### src/rtl/booth_seq_mult.sv
// Sequential radix-2 Booth multiplier, one recoded bit pair per clock.
// Operands widen to WIDTH+1 bits, so a single datapath covers both signed and unsigned products.
module booth_seq_mult #(
  parameter int WIDTH = 8
) (
  input  logic                 clk,
  input  logic                 rst,
  input  logic                 start,
  input  logic                 signed_mode,
  input  logic [WIDTH-1:0]     a,
  input  logic [WIDTH-1:0]     b,
  output logic                 busy,
  output logic                 done,
  output logic [2*WIDTH-1:0]   product
);

  localparam int CW = $clog2(WIDTH + 2);

  typedef enum logic [1:0] {
    S_IDLE = 2'd0,
    S_CALC = 2'd1,
    S_DONE = 2'd2
  } state_t;

  state_t               r_state;
  state_t               w_next_state;
  logic [WIDTH+1:0]     r_acc;
  logic [WIDTH:0]       r_q;
  logic                 r_qm1;
  logic [WIDTH:0]       r_m;
  logic [CW-1:0]        r_cnt;
  logic [2*WIDTH-1:0]   r_product;
  logic                 r_done;

  logic [WIDTH+1:0]     w_m_ext;
  logic [WIDTH+1:0]     w_sum;
  logic                 w_last;
  logic [2*WIDTH-1:0]   w_prod;

  assign w_m_ext = {r_m[WIDTH], r_m};
  assign w_last  = (r_cnt == CW'(WIDTH));
  // Low 2*WIDTH bits of {acc,Q} after this cycle's arithmetic right shift.
  assign w_prod  = {w_sum[WIDTH-1:0], r_q[WIDTH:1]};

  // Booth add/subtract selected by {Q0, Q(-1)}.
  always_comb begin
    w_sum = r_acc;
    case ({r_q[0], r_qm1})
      2'b01:   w_sum = r_acc + w_m_ext;
      2'b10:   w_sum = r_acc - w_m_ext;
      default: w_sum = r_acc;
    endcase
  end

  // FSM state register.
  always_ff @(posedge clk) begin
    if (rst) begin
      r_state <= S_IDLE;
    end else begin
      r_state <= w_next_state;
    end
  end

  // FSM next-state logic.
  always_comb begin
    w_next_state = r_state;
    case (r_state)
      S_IDLE: begin
        if (start) begin
          w_next_state = S_CALC;
        end else begin
          w_next_state = S_IDLE;
        end
      end
      S_CALC: begin
        if (w_last) begin
          w_next_state = S_DONE;
        end else begin
          w_next_state = S_CALC;
        end
      end
      S_DONE:  w_next_state = S_IDLE;
      default: w_next_state = S_IDLE;
    endcase
  end

  // Datapath: operand capture, Booth iterations and result load.
  always_ff @(posedge clk) begin
    if (rst) begin
      r_acc     <= {(WIDTH+2){1'b0}};
      r_q       <= {(WIDTH+1){1'b0}};
      r_qm1     <= 1'b0;
      r_m       <= {(WIDTH+1){1'b0}};
      r_cnt     <= {CW{1'b0}};
      r_product <= {(2*WIDTH){1'b0}};
      r_done    <= 1'b0;
    end else begin
      r_done <= 1'b0;
      case (r_state)
        S_IDLE: begin
          if (start) begin
            // The extension bit records signed_mode for the rest of the operation.
            r_m   <= {signed_mode & a[WIDTH-1], a};
            r_q   <= {signed_mode & b[WIDTH-1], b};
            r_acc <= {(WIDTH+2){1'b0}};
            r_qm1 <= 1'b0;
            r_cnt <= {CW{1'b0}};
          end
        end
        S_CALC: begin
          r_acc <= {w_sum[WIDTH+1], w_sum[WIDTH+1:1]};
          r_q   <= {w_sum[0], r_q[WIDTH:1]};
          r_qm1 <= r_q[0];
          r_cnt <= r_cnt + {{(CW-1){1'b0}}, 1'b1};
          if (w_last) begin
            r_product <= w_prod;
            r_done    <= 1'b1;
          end
        end
        default: begin
          r_cnt <= r_cnt;
        end
      endcase
    end
  end

  assign busy    = (r_state == S_CALC) || (r_state == S_DONE);
  assign done    = r_done;
  assign product = r_product;

endmodule

### config.mk
export PLATFORM = sky130hd
export DESIGN_NAME = booth_seq_mult
export DESIGN_NICKNAME = d
export VERILOG_FILES = /design/src/rtl/booth_seq_mult.sv
export SDC_FILE = /design/constraint.sdc
export NUM_CORES = 1
export LEC_CHECK = 0
export CELL_PAD_IN_SITES_DETAIL_PLACEMENT = 0
export CELL_PAD_IN_SITES_GLOBAL_PLACEMENT = 1
export CORE_MARGIN = 10
export CORE_UTILIZATION = 30
export CTS_CLUSTER_DIAMETER = 30
export DETAILED_ROUTE_END_ITERATION = 6
export PLACE_DENSITY = 0.61
export SLEW_MARGIN = 40
export SYNTH_ARGS = -nofsm -noshare
export SYNTH_HDL_FRONTEND = slang
export SYNTH_SLANG_ARGS = --single-unit
### constraint.sdc
create_clock -name clk -period 3.5 [get_ports clk]
set_input_delay 0.7 -clock clk [delete_from_list [all_inputs] [get_ports clk]]
set_output_delay 0.7 -clock clk [all_outputs]
set_load 0.02 [all_outputs]
==> impl_metrics.yaml, run 1 <==
yosys:
  postSynthCellCount: 343
  synth_compound_area_share_pct: 21.98
  yosysTopAreaCell: "dfxtp_1"
  synth.top_cells.by_area: "dfxtp_1 (37%), a21oi_1 (7.0%), nand2_1 (7.0%), ha_1 (6.7%), nor2_1 (4.2%)"
  yosysUniqueCellTypes: 52
  synth_ff_type: "dfxtp_1"
  synth-seq-cells: 51
  synth_area_um2: 2789
  netlist.area_leader.share_pct: 36.61
  synth_most_common_cell: "nand2_1"
  yosysWarnings: 0
  netlist_top_cells_count: "nand2_1 (52), dfxtp_1 (51), a21oi_1 (39)"
  avgSynthCellArea_um2: 8.131
  synth_xor_xnor_area_share_pct: 2.826
  synth_simple_gate_area_share_pct: 21.94
  muxShareOfSynthArea_pct: 4.352
  synth_top_family_by_area: "compound AO/OA/AOI/OAI gates"
  synth_enable_flop_cells: 0
  async_flop_share_pct: 0
  synth_nets: 379
  ys_seq_area_share_pct: 36.61
  synthAdderAreaFrac_pct: 7.447
route:
  wirelength_um: 7388
  detail_route.first_pass.iterations: 4
  routed_via_density: 5.052
  drt_first_iter_violations: 73
  vias: 2450
  antenna_left: 0
  detail_route.wl_per_cell_um: 15.23
  drc: 0
job:
  drv_cap: 0
grt:
  grt_overflow: 0
  grt_pass1_wl_um: 12310
  grt.total_usage_pct: 11.33
  antenna_found_initial: 0
  grt_max_degree: 34
  grt_pass1_vias: 2483
power_and_ir_drop:
  swShare_pct: 30.63
  leakage_nw: 1.182
  p_per_area_nw_per_um2: 411.9
  internal-power_mw: 0.9639
  p_switching_mw: 0.4256
  p_total_mw: 1.390
  p_comb_share_pct: 25.0
  ir_drop_uv: 249.4
  p_clk_share_pct: 30.0
  power_frac_seq_pct: 45.1
clock_tree:
  clock-sinks: 51
  cts_setup_buffers: 0
  ctsResizeCount: 0
  cts_hold_buf: 0
  htree_num_levels: 2
  cts_buffers: 5
  path_clk_slew_ps: 100
  cts_tree: "built"
  root_buffer: "clkbuf_8"
  clk_latency_ps: 300
  cts_buffer_depth: 2
place:
  port_buffers: 37
  hpwlAfterDp_um: 5544
  finalWeightedCongestion: 0.7786
  place_area_um2: 3261
hold_path:
  worstHoldStart: "product[9]"
  hp-class: "reg2reg"
timing:
  min_period_ps: 2717
  tightestPinTransition_ps: 689.7
  fin_crit_sh_pct: 77.63
  holdWs_ps: 459.3
  relSlewSlack_pct: 53.71
  fin_skew_ps: 9.134
  max_freq_mhz: 368.1
  setup_violations: 0
  grt_setup_unrepaired: "no"
  finalSetupTns_ps: 0
  finalMaxSlewViolations: 0
  hold_viol: 0
cells_and_area:
  final_area_um2: 3373
  post_route_cells_drive_above_1_share_pct: 5.615
  finalNetCount: 409
  fillCellCount: 963
  diodes: 0
  final_util_pct: 36.86
  area_delta_synth_final_pct: 20.95
setup_path:
  worstPathArrival_ps: 2970
  worstReg2RegStart: "r_q[0]"
  crit_start: "r_q[0]"
  crit_fanout: 12
  path_class: "reg2reg"
  critPathLaunchType: "flip-flop"
  worstPathRequired_ps: 3750
  end_kind: "flip-flop"
floorplanning:
  io_pins: 38
  dieArea_um2: 13550
  dieHeight_um: 116.4
  rows: 35
  start_util_pct: 30.47
  fp.dieW_um: 116.4
  core_region_area_um2: 9153
status:
  run_status: "finished, final reports clean"
[worst max-delay path, stage by stage, from the launching register on]
cell	delay (ps)
dfxtp_1	360
ha_1	400
mux2_2	410
inv_1	60
ha_1	210
nor2b_1	150
o2111ai_1	300
a211oi_1	150
or4b_1	540
nand3_1	80
[sequential cells by signal, summed over array words and instances (netlist names)]
register	count
product	16
r_acc	9
r_m	9
r_q	9
r_cnt	4
r_state	2
done	1
r_qm1	1
[power by group through the flow]
stage	logic, mW	registers, mW	clock network [mW]
floorplan	0.260	0.634	0
global placement	0.347	0.640	0
detailed placement	0.348	0.640	0
CTS	0.351	0.627	0.434
global route	0.392	0.631	0.454
finish	0.347	0.626	0.416
[area by class of cell]
class / instances / area, µm² / share of cell area [%]
inverters: 16 / 60.06 / 1.780
well taps: 111 / 138.9 / 4.117
repair buffers: 42 / 402.9 / 11.94
multi-input cells: 257 / 1638 / 48.55
clock inverters: 3 / 43.79 / 1.298
clock buffers: 5 / 68.82 / 2.040
flip-flops and latches: 51 / 1021 / 30.27
[layer usage]
metal	vias to the layer above	share of wire, %	wire length, µm	global-route usage (%)
met5	-	0	0	0
met4	0	0.76	56	2.752
met3	5	3.2	235	2.414
met2	25	47	3454	19.00
met1	1146	49	3641	14.43
li1	1274	-	-	-
[worst paths after layout]
kind / end / slack (ps) / cells past startpoint
worst max-delay path: r_acc[8] / 780 / 9
worst min-delay path: product[9] / 460 / 2
worst max register to register: r_acc[8] / 780 / 9
worst min register to register: product[9] / 460 / 2
[cells by family (layout without fill, tap and decap cells)]
kind of cell,after synthesis,count (layout)
multiplexers,12,12
XOR/XNOR,9,9
AO/OA/AOI/OAI,95,95
adder cells (fa/ha/maj),16,16
AND/OR/NAND/NOR,125,125
flip-flops,51,51
buffers and inverters,35,66
[stage by stage]
stage	std cells	worst slack, ps
after CTS	485	778.0
after global placement	477	885.9
final	485	783.1
after floorplan	343	1067
after detailed placement	477	812.4
after global routing	485	527.0
[cells in the final DEF (no fill, tap or decap), types with 3 or more instances in the layout]
master,Yosys,layout
nor2_1,31,31
inv_1,15,15
nand2_1,52,52
xnor2_1,7,7
nand3_1,6,6
and2_1,3,3
or4_1,3,3
buf_4,0,5
a21oi_1,39,39
clkdlybuf4s50_1,0,36
nor3_1,7,7
o21ai_0,9,9
nand2b_1,3,3
o21a_1,5,5
o211ai_1,3,3
nor2b_1,5,5
a31oi_1,3,3
clkbuf_8,0,5
a22oi_1,7,7
a211oi_1,12,12
mux2i_1,11,11
ha_1,15,15
dfxtp_1,51,51
Note: power is estimated with default switching activity, not from simulation.
==> run 2, diff against run 1 <==
Clock period 3.5 ns to 2.73 ns, I/O delays scaled along.
==> run 2 against run 1 <==
  * Combinational power up 35%
  * Sequential share of layout area down 0.36 points
  * Cell count up 1.6%
  * Power up 25%
  * Clock-buffer cell count up 2
  * Routed wire length up 1.7%
  * Die area unchanged
  * Largest power group unchanged
==> impl_metrics.yaml, run 2 (synthesized netlist as in run 1, its figures left out) <==
status:
  run_status: "finished, final reports clean"
route:
  wirelength_um: 7512
  routed_via_density: 5.150
  vias: 2539
  drt_first_iter_violations: 132
  antenna_left: 0
  drc: 0
  detail_route.wl_per_cell_um: 15.24
  detail_route.first_pass.iterations: 4
job:
  drv_cap: 0
setup_path:
  critPathLaunchType: "flip-flop"
  path_class: "reg2reg"
  worstReg2RegStart: "r_m[0]"
  worstPathArrival_ps: 2800
  rrSetupSlack_ps: 180
  r2r_end: "r_acc[8]"
  crit_chain: "inv_1 > ha_1 > mux2_2 > inv_1 > ha_1 > nor2b_1 > o2111ai_1 > a211oi_1 > or4b_1 > nand3_1"
  end_kind: "flip-flop"
  cpPeakStageDelay_ps: 530
  crit_start: "r_m[0]"
  worstPathRequired_ps: 2980
  worst-r2r-cell-count: 10
  cp_slowest_cell: "or4b_1"
  crit_fanout: 4
floorplanning:
  dieHeight_um: 116.4
  fp.dieW_um: 116.4
  start_util_pct: 30.47
  rows: 35
  dieArea_um2: 13550
  core_region_area_um2: 9153
  io_pins: 38
timing:
  min_period_ps: 2554
  fin_crit_sh_pct: 93.54
  finalMaxSlewViolations: 0
  finalSetupTns_ps: 0
  tightestPinTransition_ps: 661.8
  grt_setup_unrepaired: "no"
  setup_violations: 0
  hold_viol: 0
  relSlewSlack_pct: 55.87
  setup_ws_ps: 176.4
  fin_skew_ps: 3.728
  max_freq_mhz: 391.6
grt:
  grt_pass1_wl_um: 12450
  antenna_found_initial: 0
  grt_pass1_vias: 2432
  grt_overflow: 0
  grt_max_degree: 29
  grt.total_usage_pct: 11.42
power_and_ir_drop:
  p_switching_mw: 0.5505
  internal-power_mw: 1.186
  p_total_mw: 1.736
  swShare_pct: 31.70
  p_comb_share_pct: 26.9
  power_frac_seq_pct: 46.3
  ir_drop_uv: 236.0
  p_per_area_nw_per_um2: 506.1
  leakage_nw: 1.212
  p_clk_share_pct: 26.8
cells_and_area:
  diodes: 0
  largest_register_ffs: 16
  post_route_cells_drive_above_1_share_pct: 8.639
  mostFrequentLayoutCell: "nand2_1"
  fillCellCount: 954
  area_delta_synth_final_pct: 23.01
  finalNetCount: 417
  fin_cells: 493
  most-common-layout-cells: "nand2_1 (52), dfxtp_1 (49), a21oi_1 (38)"
place:
  dp.cells: 485
  port_buffers: 37
  finalWeightedCongestion: 0.7992
  hpwlAfterDp_um: 5552
  pre_cts_ws_ps: 139.1
hold_path:
  hp-class: "reg2reg"
  min_path_cells: 2
  holdPathEnd: "product[1]"
  worstHoldStart: "product[1]"
clock_tree:
  cts_buffer_depth: 2
  clock-sinks: 51
  path_clk_slew_ps: 90
  htree_num_levels: 2
  cts_tree: "built"
  cts_hold_buf: 0
  clk_latency_ps: 300
  root_buffer: "clkbuf_8"
  cts_buffers: 5
run 2: changes by cell type in the layout (fill, tap and decap cells not counted), sizes merged:
| cell | before | now |
|---|---|---|
| buf | 6 | 14 |
| clkinv | 3 | 2 |
| bufinv | 1 | 0 |
| clkbuf | 5 | 7 |
run 2: power by group through the flow:
| stage | registers, mW | clock network, mW | logic, mW |
|---|---|---|---|
| 3_5_place_dp | 0.821 | 0 | 0.465 |
| 3_3_place_gp | 0.820 | 0 | 0.461 |
| 5_1_grt | 0.808 | 0.514 | 0.521 |
| 4_1_cts | 0.804 | 0.492 | 0.466 |
| 2_1_floorplan | 0.813 | 0 | 0.333 |
| 6_report | 0.803 | 0.466 | 0.467 |
run 2: how the worst max path moves through the flow:
stage / cells after the start / slack (ps) / end
2_1_floorplan: 10 / 300 / r_acc[8]
3_3_place_gp: 11 / 200 / r_acc[8]
3_5_place_dp: 11 / 140 / r_acc[8]
4_1_cts: 11 / 100 / r_acc[8]
5_1_grt: 11 / 8 / r_acc[8]
6_report: 10 / 180 / r_acc[8]
run 2: per-layer routing:
layer / GRT usage, % / wire (µm) / up-vias
met2: 18.25 / 3448 / 34
met5: 0 / 0 / -
met1: 15.30 / 3724 / 1199
met4: 2.669 / 75 / 0
met3: 2.465 / 263 / 9
li1: - / - / 1297
run 2: per-stage QoR:
stage	hold slack, ps	instance area, µm²	util (%)
after floorplan	444.9	2789	-
after global placement	444.9	3321	36.28
after detailed placement	450.4	3324	36.32
after CTS	464.7	3420	37.36
after global routing	492.2	3431	37.48
final	461.0	3431	37.48
run 2: layout make-up:
cell class | count | area, µm² | share of cell area (%)
Clock buffer | 7 | 86.33 | 2.516
Sequential cell | 51 | 1026 | 29.91
Multi-Input combinational cell | 257 | 1648 | 48.03
Inverter | 16 | 60.06 | 1.751
Clock inverter | 1 | 8.758 | 0.2553
Tap cell | 111 | 138.9 | 4.048
Timing Repair Buffer | 50 | 462.9 | 13.49
run 2: what timing repair did:
action	4_1_cts	5_1_grt
gates resized for setup	0	5
buffers inserted	0	0
endpoints found under the setup margin	0	4
run 2: critical path: cells and delay by family, from the launching register on:
family | cells | cell delay (ps)
and+or+nand+nor | 3 | 750
buffers and inverters | 2 | 120
DFF | 1 | 380
muxes | 1 | 290
adders and majority gates | 2 | 490
AOI/OAI and AO/OA | 2 | 470
